## src/rtl/cosim_cycle_pkg.sv

```systemverilog
`default_nettype none
// ---------------------------------------------------------------------------
// cosim_cycle_pkg : shared types, endpoint IDs and response packing helper
// Rev 1.0
// ---------------------------------------------------------------------------
package cosim_cycle_pkg;

  localparam int unsigned RESP_BITS  = 128;
  localparam int unsigned FIELD_BITS = 64;

  localparam string ARG_ENDPOINT_ID    = "__cosim_cycle_count.arg";
  localparam string RESULT_ENDPOINT_ID = "__cosim_cycle_count.result";
  localparam string RESULT_TYPE_ID     = "struct{cycle:int<64>,freq:int<64>}";

  // First member lands in the upper half of the packed 128-bit word.
  typedef struct packed {
    longint unsigned cycle;
    longint unsigned freq;
  } cycle_resp_t;

  function automatic cycle_resp_t make_resp(input logic [FIELD_BITS-1:0] cycle,
                                            input logic [FIELD_BITS-1:0] freq);
    cycle_resp_t r;
    r.cycle = cycle;
    r.freq  = freq;
    return r;
  endfunction

endpackage
`default_nettype wire

```

## src/rtl/cosim_stamp_fifo.sv

```systemverilog
`default_nettype none
// ---------------------------------------------------------------------------
// cosim_stamp_fifo : valid/ready FIFO with wrap-bit pointers and occupancy
// Rev 1.0
// ---------------------------------------------------------------------------
module cosim_stamp_fifo #(
  parameter int unsigned DEPTH = 4,
  parameter int unsigned WIDTH = 64
) (
  input  logic                     clk,
  input  logic                     rst_n,
  input  logic                     push_valid_i,
  output logic                     push_ready_o,
  input  logic [WIDTH-1:0]         push_data_i,
  output logic                     pop_valid_o,
  input  logic                     pop_ready_i,
  output logic [WIDTH-1:0]         pop_data_o,
  output logic [$clog2(DEPTH):0]   occupancy_o
);

  localparam int unsigned AW = $clog2(DEPTH);
  localparam int unsigned PW = AW + 1;

  logic [WIDTH-1:0] mem_q [DEPTH];
  logic [PW-1:0]    wr_ptr_q, wr_ptr_d;
  logic [PW-1:0]    rd_ptr_q, rd_ptr_d;
  logic             push_ready_q;
  logic             empty;
  logic             full_d;
  logic             push;
  logic             pop;

  assign empty = (wr_ptr_q == rd_ptr_q);
  assign push  = push_valid_i && push_ready_q;
  assign pop   = !empty && pop_ready_i;

  always_comb begin
    wr_ptr_d = wr_ptr_q;
    rd_ptr_d = rd_ptr_q;
    if (push) wr_ptr_d = wr_ptr_q + PW'(1);
    if (pop)  rd_ptr_d = rd_ptr_q + PW'(1);
  end

  assign full_d = (wr_ptr_d[AW-1:0] == rd_ptr_d[AW-1:0]) && (wr_ptr_d[AW] != rd_ptr_d[AW]);

  // Ready is computed from next-state pointers so it is a pure flop output.
  always_ff @(posedge clk or negedge rst_n) begin
    if (!rst_n) begin
      wr_ptr_q     <= '0;
      rd_ptr_q     <= '0;
      push_ready_q <= 1'b0;
    end else begin
      wr_ptr_q     <= wr_ptr_d;
      rd_ptr_q     <= rd_ptr_d;
      push_ready_q <= !full_d;
    end
  end

  always_ff @(posedge clk) begin
    if (push) mem_q[wr_ptr_q[AW-1:0]] <= push_data_i;
  end

  assign push_ready_o = push_ready_q;
  assign pop_valid_o  = !empty;
  assign pop_data_o   = mem_q[rd_ptr_q[AW-1:0]];
  assign occupancy_o  = wr_ptr_q - rd_ptr_q;

endmodule
`default_nettype wire

```

## src/rtl/cosim_cycle_stamp_queue.sv

```systemverilog
`default_nettype none
// ---------------------------------------------------------------------------
// cosim_cycle_stamp_queue : stamps accepted cycle-count requests, queues them
// Rev 1.0
// ---------------------------------------------------------------------------
module cosim_cycle_stamp_queue
  import cosim_cycle_pkg::*;
#(
  parameter int unsigned DEPTH                   = 4,
  parameter logic [63:0] CORE_CLOCK_FREQUENCY_HZ = 64'd0,
  parameter int unsigned COUNT_WIDTH             = 64
) (
  input  logic                   clk,
  input  logic                   rst_n,
  input  logic                   count_en,
  input  logic                   req_valid,
  output logic                   req_ready,
  output logic                   resp_valid,
  input  logic                   resp_ready,
  output logic [RESP_BITS-1:0]   resp_data,
  output logic [$clog2(DEPTH):0] occupancy,
  output logic [15:0]            drop_count
);

  localparam int unsigned OCC_W = $clog2(DEPTH) + 1;

  logic [COUNT_WIDTH-1:0] cycle_count_q, cycle_count_d;
  logic [15:0]            drop_count_q, drop_count_d;
  logic [COUNT_WIDTH-1:0] head_cycle;
  logic                   fifo_full;
  cycle_resp_t            resp;

  always_comb begin
    cycle_count_d = cycle_count_q;
    if (count_en) cycle_count_d = cycle_count_q + COUNT_WIDTH'(1);
  end

  assign fifo_full = (occupancy == OCC_W'(DEPTH));

  always_comb begin
    drop_count_d = drop_count_q;
    if (req_valid && fifo_full && (drop_count_q != 16'hFFFF))
      drop_count_d = drop_count_q + 16'd1;
  end

  always_ff @(posedge clk or negedge rst_n) begin
    if (!rst_n) begin
      cycle_count_q <= '0;
      drop_count_q  <= '0;
    end else begin
      cycle_count_q <= cycle_count_d;
      drop_count_q  <= drop_count_d;
    end
  end

  // The stamp is the pre-increment count of the accepting cycle.
  cosim_stamp_fifo #(
    .DEPTH (DEPTH),
    .WIDTH (COUNT_WIDTH)
  ) u_fifo (
    .clk          (clk),
    .rst_n        (rst_n),
    .push_valid_i (req_valid),
    .push_ready_o (req_ready),
    .push_data_i  (cycle_count_q),
    .pop_valid_o  (resp_valid),
    .pop_ready_i  (resp_ready),
    .pop_data_o   (head_cycle),
    .occupancy_o  (occupancy)
  );

  assign resp       = make_resp(FIELD_BITS'(head_cycle), CORE_CLOCK_FREQUENCY_HZ);
  assign resp_data  = resp;
  assign drop_count = drop_count_q;

endmodule
`default_nettype wire

```

## config.mk

```make
export PLATFORM = sky130hd
export DESIGN_NAME = cosim_cycle_stamp_queue
export DESIGN_NICKNAME = d
export VERILOG_FILES = /design/src/rtl/cosim_cycle_pkg.sv /design/src/rtl/cosim_stamp_fifo.sv /design/src/rtl/cosim_cycle_stamp_queue.sv
export SDC_FILE = /design/constraint.sdc
export NUM_CORES = 1
export LEC_CHECK = 0
export BUFFER_PORTS_ARGS = -buffer_cell sky130_fd_sc_hd__buf_2
export CAP_MARGIN = 20
export CORE_MARGIN = 2
export CORE_UTILIZATION = 65
export CTS_BUF_LIST = sky130_fd_sc_hd__clkbuf_2
export CTS_CLUSTER_SIZE = 28
export DETAILED_ROUTE_END_ITERATION = 6
export PLACE_DENSITY = 0.87
export SYNTH_ARGS = -nofsm -noshare
export SYNTH_HDL_FRONTEND = slang
export SYNTH_SLANG_ARGS = --single-unit
```

## constraint.sdc

```tcl
create_clock -name clk -period 5.5 [get_ports clk]
set_clock_uncertainty 0.2 [all_clocks]
set_input_delay 1.1 -clock clk [delete_from_list [all_inputs] [get_ports clk]]
set_output_delay 1.1 -clock clk [all_outputs]
set_load 0.01 [all_outputs]
```

# Yosys cells after proc, flatten, opt, wreduce, memory -nomap -nowiden

Memory sizes are Yosys's and may differ from the RTL's.
Index checks and enable logic that the tools add are counted.

Add/sub/neg operators: 5
Multiplexer cells: 4
Reductions and logical operators: 7
Equality and inequality tests: 5

Operators by type and width:

| operator                                      | count |
|---|---|
| adder 64 x 1 -> 64 bit, second input constant | 1 |
| adder 16 x 1 -> 16 bit, second input constant | 1 |
| != test 16 bit, second input constant         | 1 |
| adder 3 x 1 -> 3 bit, second input constant   | 2 |
| 2-to-1 mux 3 bit                              | 2 |
| logical AND 1 bit                             | 5 |
| equality test 3 bit                           | 1 |
| equality test 3 bit, second input constant    | 1 |
| subtractor 3 bit                              | 1 |
| equality test 2 bit                           | 1 |
| zero test 1 bit                               | 2 |
| 2-to-1 mux 1 bit                              | 2 |
| != test 1 bit                                 | 1 |

Bits in writable memories: 256
Word-level logic and storage cells: 27
Bits in registers: 87
Memories: 1
Input port bits: 5

Memories:

| memory       | words | bits a word | read ports | clocked after Yosys merged registers in | wr ports | RTL line               | text |
|---|---|---|---|---|---|---|---|
| u_fifo.mem_q | 4     | 64          | 1          | 0                                       | 1        | cosim_stamp_fifo.sv:24 | `logic [WIDTH-1:0] mem_q [DEPTH];` |

# Longest topological paths before layout

Gate-level depths: netlist (run 1).

Depth in word-level cells: 7
Mapped depth: 9
Mapped depth without buffers: 8

# By module

Synthesis (run 1) repeated with hierarchy kept, for this count alone.

Cell total of the unflattened synthesis: 812
Area, all modules: 14031.0 um2

By module, submodules not included:

| module                  | area each (um2) | cells each | instances |
|---|---|---|---|
| cosim_stamp_fifo        | 9696.8          | 382        | 1 |
| cosim_cycle_stamp_queue | 4334.2          | 430        | 1 |

# Least setup slack after synthesis (run 1)

OpenSTA, ideal clock, no wires.

Kind: input to register
Start point: input req_valid
End point: register u_fifo.push_ready_q (netlist: u_fifo.push_ready_o)
Arrival time: 3438 ps
Path buffers: 0
Path slack: 1731 ps
Cell stages on the path: 4
Cells stage by stage: and3_1 -> xor2_1 -> xnor2_1 -> or3_1

Longest elaborated chain between the ends: 5
Elaborated cells on any way between the ends: 6
Classes of those cells: 2 x eq/ne; 1 x mux; 3 x reduce/logical

RTL lines:

| what                   | RTL line                      | text |
|---|---|---|
| start, declared        | cosim_cycle_stamp_queue.sv:16 | `input logic req_valid,` |
| logical AND 1 bit      | cosim_stamp_fifo.sv:34        | `assign push = push_valid_i && push_ready_q;` |
| 2-to-1 mux 3 bit       | cosim_stamp_fifo.sv:40        | `if (push) wr_ptr_d = wr_ptr_q + PW'(1);` |
| via u_fifo.wr_ptr_d[2] | cosim_stamp_fifo.sv:25        | `logic [PW-1:0] wr_ptr_q, wr_ptr_d;` |
| != test 1 bit          | cosim_stamp_fifo.sv:44        | `assign full_d = (wr_ptr_d[AW-1:0] == rd_ptr_d[AW-1:0]) && (wr_ptr_d[AW] != rd_ptr_d[AW]);` |
| logical AND 1 bit      | cosim_stamp_fifo.sv:44        |  |
| zero test 1 bit        | cosim_stamp_fifo.sv:55        | `push_ready_q <= !full_d;` |
| end signal, assigned   | cosim_stamp_fifo.sv:55        |  |
| end, declared          | cosim_stamp_fifo.sv:27        | `logic push_ready_q;` |

The timed path passes the listed nets, and every way through them passes these cells.
A chain may end at the register's enable or synchronous reset.

# Worst setup path in the final report (run 1)

Start point: register u_fifo.rd_ptr_q[1]
End point: output resp_data[64]

Longest elaborated chain between the ends: 1

RTL lines:

| what                   | RTL line                      | text |
|---|---|---|
| start, declared        | cosim_stamp_fifo.sv:26        | `logic [PW-1:0] rd_ptr_q, rd_ptr_d;` |
| start signal, assigned | cosim_stamp_fifo.sv:54        | `rd_ptr_q <= rd_ptr_d;` |
| memory (4 x 64 bit)    | --                            |  |
| end, declared          | cosim_cycle_stamp_queue.sv:20 | `output logic [RESP_BITS-1:0] resp_data,` |

No other way between the ends.

==> results of run 1 <==
==> worst register-to-register path: cells and delay by family, from the launching register on <==
| kind | cells | cell delay [ns] |
|---|---|---|
| multiplexers | 1 | 0.40 |
| flip-flops | 1 | 0.76 |
| XOR/XNOR | 1 | 0.23 |
| AND/OR/NAND/NOR | 1 | 0.21 |
| adder cells (fa/ha/maj) | 2 | 0.74 |
| AO/OA/AOI/OAI | 1 | 0.59 |
==> placed cells by master (no fill, tap or decap), drive strengths merged, types with 18 or more instances in the layout <==
cell    instances
xor2           45
clkbuf        125
nand4          34
xnor2          40
and3           18
edfxtp        256
mux4           64
dfrtp          87
clkinv         19
nand3          27
nor2           21
buf            97
nand2          29
conb           64
==> stage by stage <==
step | instances | cell area, um^2
5_1_grt | 1287 | 15300
6_report | 1287 | 15300
2_1_floorplan | 846 | 14200
3_3_place_gp | 1136 | 14500
3_5_place_dp | 1136 | 14500
4_1_cts | 1287 | 15300
==> metal layers <==
| metal | up-vias | part of all wire | GRT usage |
|---|---|---|---|
| li1 | 3276 | - | - |
| met3 | 42 | 0.073 | 0.0612 |
| met5 | - | 0 | 0 |
| met2 | 289 | 0.50 | 0.380 |
| met1 | 3766 | 0.41 | 0.322 |
| met4 | 0 | 0.019 | 0.0868 |
==> report_power, final <==
part	total (mW)	leakage, nW	internal, mW	switching, mW
logic	1.85	1.91	0.889	0.966
clock network	1.75	0.616	0.789	0.963
registers	3.66	3.31	3.34	0.321
==> sequential cells by signal (all words and copies together) (netlist names) <==
signal / count
cycle_count_q: 64
drop_count: 16
u_fifo.mem_q: 256
u_fifo.push_ready_o: 1
u_fifo.rd_ptr_q: 3
u_fifo.wr_ptr_q: 3
==> logic make-up after synthesis <==
family | after synthesis | share of synthesized area
DFF | 343 | 0.707
and+or+nand+nor | 175 | 0.0750
buffers and inverters | 94 | 0.0434
xor gates and xnor gates | 86 | 0.0551
muxes | 68 | 0.107
adders and majority gates | 10 | 0.00950
AOI/OAI and AO/OA | 6 | 0.00341
other | 1 | 0.000269
==> how the worst max path moves through the flow <==
| stage | to | slack, ns | depth (start not counted) |
|---|---|---|---|
| floorplan | u_fifo.push_ready_o | 1.73 | 4 |
| global route | resp_data[96] | 1.01 | 3 |
| finish | resp_data[64] | 1.27 | 3 |
| global placement | resp_data[81] | 2.10 | 3 |
| CTS | resp_data[81] | 1.13 | 3 |
| detailed placement | resp_data[81] | 2.03 | 3 |
==> final cells by class <==
class	instances	area [um^2]	area share
multi-input combinational	409	3730	0.243
clock inverter	25	200	0.0131
clock buffer	125	626	0.0408
inverter	12	45.0	0.00294
sequential	343	9870	0.644
timing repair buffer	98	518	0.0338
tap	275	344	0.0224
==> impl_metrics.json, run 1 <==
{
  "die_area_um2": 22700,
  "setup-tns-final_ns": 0,
  "antenna_found_initial": 0,
  "ys_types": 39,
  "drc_errors": 0,
  "num_rows": 53,
  "cp_num_buf_inv": 2,
  "cts.clk_slew.worst_paths_ns": 0.09,
  "synth_most_common_cell": "edfxtp_1",
  "port_buffers": 89,
  "fin_util": 0.729,
  "crit_fanout": 37,
  "crit_chain": "buf_4 -> mux4_2 -> buf_2",
  "clockBufferDepth": 3,
  "start_util": 0.664,
  "cts_setup_buffers": 0,
  "synth-seq-cells": 343,
  "htree_levels": 3,
  "ys_seq_area_frac": 0.707,
  "numClockSinks": 343,
  "r2r_cells": 6,
  "worst_pin_slew_ns": 1.01,
  "holdWs_ns": 0.331,
  "max_freq_ghz": 0.236,
  "timing.rr.end": "drop_count[1]",
  "dp_slack_ns": 2.03,
  "end_kind": "output port",
  "yosysWarnings": 0,
  "critical_path.top_delay_family": "flip-flops",
  "maxSlewViolCount": 0,
  "rsz0062_at_grt": "false",
  "fin_ws_ns": 1.27,
  "grt_first_pass_wirelength_um": 40600,
  "synth_largest_area_cell": "edfxtp_1",
  "synth_area_um2": 14000,
  "routedWlPerCell_um": 19.9,
  "cts.root.buffer_cell": "clkbuf_2",
  "critPathMaxStageDelay_ns": 0.86,
  "worstPathRequired_ns": 4.20,
  "die_y_um": 151,
  "wirelength_um": 25600,
  "status": "finished clean",
  "grt.overflow.total": 0,
  "max_cap_violations": 0,
  "ir_drop_mv": 0.408,
  "yosys-top-cells-count": "edfxtp_1, dfrtp_1, buf_4, mux4_2, xor2_1",
  "finalCritPeriodShare": 0.769,
  "syn_inst": 783,
  "via_per_inst": 5.73,
  "synth_area_leaders": "edfxtp_1, dfrtp_1, mux4_2, buf_4, xor2_1",
  "fillers": 1286,
  "synth_edf_count": 256,
  "r2r-start": "u_fifo.rd_ptr_q[0]",
  "finalSetupViolCount": 0,
  "synth_ff_type": "edfxtp_1",
  "diodes": 0,
  "hold_start": "drop_count[7]",
  "start_kind": "flop",
  "min_period_ns": 4.23,
  "syn_avg_cell_area_um2": 17.8,
  "p_per_area_nw_per_um2": 474,
  "hpwlAfterDp_um": 15700,
  "worstHoldEndpoint": "drop_count[7]",
  "total_power_mw": 7.26,
  "drt-pass1-iter-count": 5,
  "leakage_nw": 5.83,
  "r2r_setup_slack_ns": 2.28,
  "io_pins": 154,
  "cp-startpoint": "u_fifo.rd_ptr_q[1]",
  "clk_latency_ns": 0.86,
  "nNetsFinal": 959,
  "area_growth_pct": 9.85,
  "whs_path_depth": 1,
  "cpMaxStageDelayCell": "dfrtp_2",
  "hold_viol": 0,
  "grt_util_all_layers": 0.238,
  "cts_tree": "done",
  "drtAntennaViolNets": 0,
  "grt_pass1_vias": 7562,
  "path_class": "reg -> out",
  "worstPathArrival_ns": 2.93,
  "hold_class": "reg -> reg",
  "synthArstFlopShare": 0.254,
  "yosysTopAreaCellShare": 0.551,
  "cts_buffers": 80,
  "vias": 7373,
  "first_iter_violations": 440,
  "core-area_um2": 21000,
  "slew-limit-headroom": 0.326,
  "die_w_um": 151,
  "drive_gt1_frac": 0.317,
  "cts_resized": 0,
  "grt_max_degree": 66,
  "cts_hold_buf": 1,
  "routabilityCongestion": 0.777
}
(Power assumes the default switching activity.)
==> run 2, diff against run 1 <==
--- a/config.mk
+++ b/config.mk
@@ -5,14 +5,15 @@
 export SDC_FILE = /design/constraint.sdc
 export NUM_CORES = 1
 export LEC_CHECK = 0
+export ABC_AREA = 1
 export BUFFER_PORTS_ARGS = -buffer_cell sky130_fd_sc_hd__buf_2
 export CAP_MARGIN = 20
 export CORE_MARGIN = 2
-export CORE_UTILIZATION = 65
+export CORE_UTILIZATION = 55
 export CTS_BUF_LIST = sky130_fd_sc_hd__clkbuf_2
 export CTS_CLUSTER_SIZE = 28
 export DETAILED_ROUTE_END_ITERATION = 6
-export PLACE_DENSITY = 0.87
+export PLACE_DENSITY = 0.78
 export SYNTH_ARGS = -nofsm -noshare
 export SYNTH_HDL_FRONTEND = slang
 export SYNTH_SLANG_ARGS = --single-unit
==> constraint.sdc (replaced) <==
create_clock -name clk -period 3.7 [get_ports clk]
set_clock_uncertainty 0.2 [all_clocks]
set_input_delay 0.74 -clock clk [delete_from_list [all_inputs] [get_ports clk]]
set_output_delay 0.74 -clock clk [all_outputs]
set_load 0.01 [all_outputs]
==> impl_metrics.json, run 2 <==
{
  "synth-seq-cells": 343,
  "switching_power_mw": 4.18,
  "cts_tree": "done",
  "grt_max_degree": 66,
  "drc_errors": 0,
  "leakage_nw": 6.52,
  "finalSetupViolCount": 0,
  "numClockSinks": 343,
  "fillers": 2187,
  "yosys-top-cells-count": "edfxtp_1, nor2_1, nand2_1",
  "min_period_ns": 3.51,
  "p_int_mw": 7.04,
  "yosysTopAreaCellShare": 0.510,
  "syn_avg_cell_area_um2": 10.9,
  "antenna_found_initial": 1,
  "cpMaxStageDelayCell": "buf_4",
  "r2r_cells": 10,
  "die_area_um2": 28800,
  "top_layer": "met4",
  "cts_buffers": 85,
  "ys_seq_area_frac": 0.654,
  "crit_fanout": 64,
  "worst_pin_slew_ns": 0.631,
  "dp_slack_ns": 0.904,
  "synth_edf_count": 256,
  "wl_met2_um": 15300,
  "clk_latency_ns": 0.88,
  "start_kind": "flop",
  "layout_commonest_cell": "edfxtp_1",
  "hold_viol": 0,
  "vias": 10400,
  "htree_levels": 3,
  "max_freq_ghz": 0.285,
  "ys_types": 32,
  "worstPathArrival_ns": 2.57,
  "rsz0062_at_grt": "false",
  "fin_ws_ns": 0.187,
  "synthArstFlopShare": 0.254,
  "nNetsFinal": 1551,
  "p_clk_frac": 0.225,
  "grt_util_all_layers": 0.223,
  "slew-limit-headroom": 0.579,
  "status": "finished clean",
  "largest_reg_flops": 256,
  "die_w_um": 170,
  "synth_area_leaders": "edfxtp_1, dfrtp_1, nor2_1, o21ai_0, nand2_1",
  "multi_input_area_um2": 4420,
  "drive_gt1_frac": 0.170,
  "routedWlPerCell_um": 16.4,
  "synth_most_common_cell": "edfxtp_1",
  "p_seq_frac": 0.458,
  "final_cell_mix": "edfxtp_1, nor2_1, nand2_1",
  "ir_drop_mv": 0.350,
  "worstPathRequired_ns": 2.76,
  "cts.root.buffer_cell": "clkbuf_2",
  "comb_power_share": 0.317,
  "crit_chain": "buf_4 -> o21ai_0 -> o22ai_1 -> buf_2",
  "place_area_um2": 15700,
  "finalCritPeriodShare": 0.950,
  "clockBufferDepth": 3,
  "drt-pass1-iter-count": 5,
  "synth_largest_area_cell": "edfxtp_1",
  "design_area_um2": 16600,
  "area_growth_pct": 9.98,
  "grt_pass1_vias": 10100,
  "syn_inst": 1387,
  "end_kind": "output port",
  "hold_class": "in -> reg",
  "maxSlewViolCount": 0,
  "start_util": 0.560,
  "path_class": "reg -> out",
  "drtAntennaViolNets": 0,
  "p_per_area_nw_per_um2": 677,
  "grt.overflow.total": 0,
  "grt_first_pass_wirelength_um": 50500,
  "r2r_setup_slack_ns": 1.02,
  "first_iter_violations": 847,
  "max_cap_violations": 0,
  "cts.clk_slew.worst_paths_ns": 0.11,
  "port_buffers": 89,
  "hpwlAfterDp_um": 19900,
  "io_pins": 154,
  "synth_ff_type": "edfxtp_1",
  "wl_met1_um": 13900,
  "sw_frac_of_total": 0.373,
  "core-area_um2": 27000,
  "dp_cells": 1787,
  "critPathMaxStageDelay_ns": 0.52,
  "dr_wl_met3_um": 2190,
  "whs_path_depth": 3,
  "area.sequential_um2": 9870,
  "layoutNonFillerInstCount": 1950,
  "num_rows": 60,
  "die_y_um": 170,
  "synth_area_um2": 15100,
  "holdWs_ns": 0.0983,
  "via_per_inst": 5.32,
  "yosysWarnings": 0,
  "routabilityCongestion": 0.922,
  "wirelength_um": 32000,
  "cts_setup_buffers": 0
}
==> run 2: area by class of cell <==
type                       count  share of cell area
antenna                        1            0.000151
clock buffer                 124              0.0374
clock inverter                35              0.0113
inverter                     102              0.0232
multi-input combinational    896               0.267
sequential                   343               0.595
tap                          341              0.0257
timing repair buffer         108              0.0405
==> run 2: worst max-delay path, delay by kind of cell (launching register included) <==
family,cells,cell delay (ns)
flip-flops,1,0.48
AO/OA/AOI/OAI,2,0.50
buffers and inverters,2,0.69
==> run 2: cells by family after synthesis <==
kind of cell	after synthesis	share of synthesized area
fa+ha+maj	10	0.00879
simple gates	551	0.156
other cells	1	0.000249
flops	343	0.654
xor+xnor	63	0.0371
buf+inv	211	0.0698
compound gates	208	0.0743
==> run 2: what timing repair did <==
action | in CTS | in global routing
gates resized for setup | 1 | 2
endpoints found under the setup margin | 1 | 1
endpoints found under the hold margin | 47 | 0
hold buffers | 3 | 0
==> run 2: routing by layer <==
layer / up-vias / global-route usage
met5: - / 0
li1: 4976 / -
met4: 0 / 0.0847
met3: 53 / 0.0485
met1: 4979 / 0.296
met2: 365 / 0.364
==> run 2: per-stage QoR <==
| step | power [mW] | setup TNS, ns | utilization |
|---|---|---|---|
| floorplan | 7.46 | -104.78 | - |
| global placement | 8.68 | 0 | 0.584 |
| detailed placement | 8.79 | 0 | 0.584 |
| CTS | 11.3 | 0 | 0.615 |
| global route | 12.0 | 0 | 0.615 |
| finish | 11.2 | 0 | 0.615 |
==> run 2: power by group through the flow <==
stage	clock network, mW	registers [mW]	logic (mW)
3_3_place_gp	0	5.20	3.49
2_1_floorplan	0	5.22	2.25
3_5_place_dp	0	5.23	3.56
4_1_cts	2.60	5.15	3.58
6_report	2.52	5.15	3.56
5_1_grt	2.80	5.21	3.95
==> run 2: final timing paths <==
path                                             to                from
worst max-delay path                 resp_data[116]  u_fifo.rd_ptr_q[0]
min in group asynchronous        u_fifo.rd_ptr_q[0]               rst_n
worst min-delay path             u_fifo.wr_ptr_q[2]           req_valid
worst max register to register        drop_count[2]  u_fifo.wr_ptr_q[0]
worst min register to register  u_fifo.mem_q[2][60]   cycle_count_q[60]
max in group asynchronous         cycle_count_q[29]               rst_n
==> run 3, diff against run 2 <==
--- a/config.mk
+++ b/config.mk
@@ -8,12 +8,11 @@
 export ABC_AREA = 1
 export BUFFER_PORTS_ARGS = -buffer_cell sky130_fd_sc_hd__buf_2
 export CAP_MARGIN = 20
-export CORE_MARGIN = 2
-export CORE_UTILIZATION = 55
+export CORE_UTILIZATION = 46
 export CTS_BUF_LIST = sky130_fd_sc_hd__clkbuf_2
 export CTS_CLUSTER_SIZE = 28
 export DETAILED_ROUTE_END_ITERATION = 6
-export PLACE_DENSITY = 0.78
+export PLACE_DENSITY = 0.67
 export SYNTH_ARGS = -nofsm -noshare
 export SYNTH_HDL_FRONTEND = slang
 export SYNTH_SLANG_ARGS = --single-unit
==> impl_metrics.json, run 3 (same netlist as run 2, synthesis figures left out) <==
{
  "max_freq_ghz": 0.295,
  "comb_power_share": 0.319,
  "hold_class": "in -> reg",
  "cts_buffers": 87,
  "cts_setup_buffers": 0,
  "drt-pass1-iter-count": 5,
  "finalCritPeriodShare": 0.916,
  "drive_gt1_frac": 0.176,
  "fin_util": 0.526,
  "crit_fanout": 27,
  "area_growth_pct": 11.2,
  "p_clk_frac": 0.229,
  "htree_levels": 3,
  "cts.root.buffer_cell": "clkbuf_2",
  "largest_reg_flops": 256,
  "drtAntennaViolNets": 0,
  "start_kind": "flop",
  "cpMaxStageDelayCell": "dfrtp_2",
  "drc_errors": 0,
  "cts.clk_slew.worst_paths_ns": 0.11,
  "status": "finished clean",
  "worst_pin_slew_ns": 0.741,
  "fin_ws_ns": 0.310,
  "num_rows": 65,
  "slew-limit-headroom": 0.505,
  "p_int_mw": 7.13,
  "start_util": 0.473,
  "worstPathArrival_ns": 2.45,
  "grt.overflow.total": 0,
  "dp_slack_ns": 0.907,
  "die_y_um": 183,
  "port_buffers": 89,
  "layoutNonFillerInstCount": 2047,
  "routedWlPerCell_um": 16.0,
  "die_w_um": 183,
  "hold_viol": 0,
  "min_period_ns": 3.39,
  "max_cap_violations": 0,
  "wirelength_um": 32700,
  "layout_commonest_cell": "edfxtp_1",
  "cts_tree": "done",
  "design_area_um2": 16800,
  "clockBufferDepth": 3,
  "sw_frac_of_total": 0.374,
  "total_power_mw": 11.4,
  "path_class": "reg -> out",
  "critical_path.top_delay_family": "buffers and inverters",
  "antenna_found_initial": 1,
  "crit_chain": "clkinv_1 -> buf_4 -> ha_1 -> nand4_1 -> buf_2",
  "grt_first_pass_wirelength_um": 52100,
  "grt_max_degree": 131,
  "dp_cells": 1883,
  "first_iter_violations": 612,
  "grt_util_all_layers": 0.200,
  "p_seq_frac": 0.452,
  "grt_pass1_vias": 10000,
  "final_cell_mix": "edfxtp_1, nor2_1, nand2_1",
  "switching_power_mw": 4.26,
  "fillers": 2863,
  "end_kind": "output port",
  "maxSlewViolCount": 0,
  "finalSetupViolCount": 0,
  "nNetsFinal": 1555,
  "core-area_um2": 31900,
  "ir_drop_mv": 0.374,
  "hpwlAfterDp_um": 20800,
  "clk_latency_ns": 0.93,
  "cp_num_buf_inv": 3,
  "die_area_um2": 33500,
  "p_per_area_nw_per_um2": 679,
  "worstPathRequired_ns": 2.76,
  "numClockSinks": 343,
  "routabilityCongestion": 0.918,
  "io_pins": 154,
  "leakage_nw": 6.57,
  "rsz0062_at_grt": "false",
  "critPathMaxStageDelay_ns": 0.43,
  "via_per_inst": 5.04,
  "vias": 10300,
  "place_area_um2": 15900
}
[run 3: cell types whose count changed in the layout (fill, tap and decap cells not counted), sizes merged]
cell	change
buf	+2
clkbuf	+11
clkinv	-7
inv	-3
[run 3: worst paths after layout]
| kind | from | to | slack (ns) | cells after the start |
|---|---|---|---|---|
| max in group asynchronous | rst_n | drop_count[8] | 2.33 | 3 |
| hold reg to reg | cycle_count_q[63] | u_fifo.mem_q[1][63] | 0.34 | 0 |
| setup reg to reg | u_fifo.rd_ptr_q[0] | drop_count[2] | 1.09 | 9 |
| hold / removal | req_valid | drop_count[12] | 0.14 | 5 |
| setup / recovery | u_fifo.rd_ptr_q[1] | resp_valid | 0.31 | 5 |
| min in group asynchronous | rst_n | cycle_count_q[62] | 0.16 | 2 |
[run 3: layer usage]
metal,global-route usage,vias up,wire length (um)
met4,0.0747,0,614
li1,-,4973,-
met2,0.323,309,15600
met3,0.0411,57,1800
met5,0,-,0
met1,0.268,4974,14700
[run 3: cell type report]
type                    instances  area, um^2  area share
clock buffers                 135         676      0.0403
diodes                          1        2.50    0.000149
inverters                     102         388      0.0231
repair buffers                110         713      0.0425
clock inverters                25         160     0.00955
flip-flops and latches        343        9870       0.588
multi-input cells             896        4420       0.264
well taps                     435         544      0.0324
[run 3: power groups by stage]
stage / clock [mW] / sequential [mW] / combinational, mW
4_1_cts: 2.71 / 5.15 / 3.68
6_report: 2.61 / 5.15 / 3.63
2_1_floorplan: 0 / 5.22 / 2.25
3_3_place_gp: 0 / 5.20 / 3.60
3_5_place_dp: 0 / 5.23 / 3.66
5_1_grt: 2.89 / 5.21 / 4.05
[run 3: worst min-delay path, stage by stage]
cell	delay (ns)
buf_2	0.12
nand3_1	0.07
inv_1	0.05
nand3_1	0.09
xor2_1	0.06
[run 3: what timing repair did]
action | CTS | global route
resized for setup | 1 | 0
hold buffers | 3 | 0
endpoints found under the hold margin | 52 | 0
endpoints found under the setup margin | 1 | 0
[run 3: stage by stage]
stage / hold slack (ns) / setup TNS, ns
floorplan: 0.244 / -104.78
global placement: 0.331 / 0
detailed placement: 0.339 / 0
CTS: 0.0606 / 0
global route: 0.0573 / 0
finish: 0.137 / 0
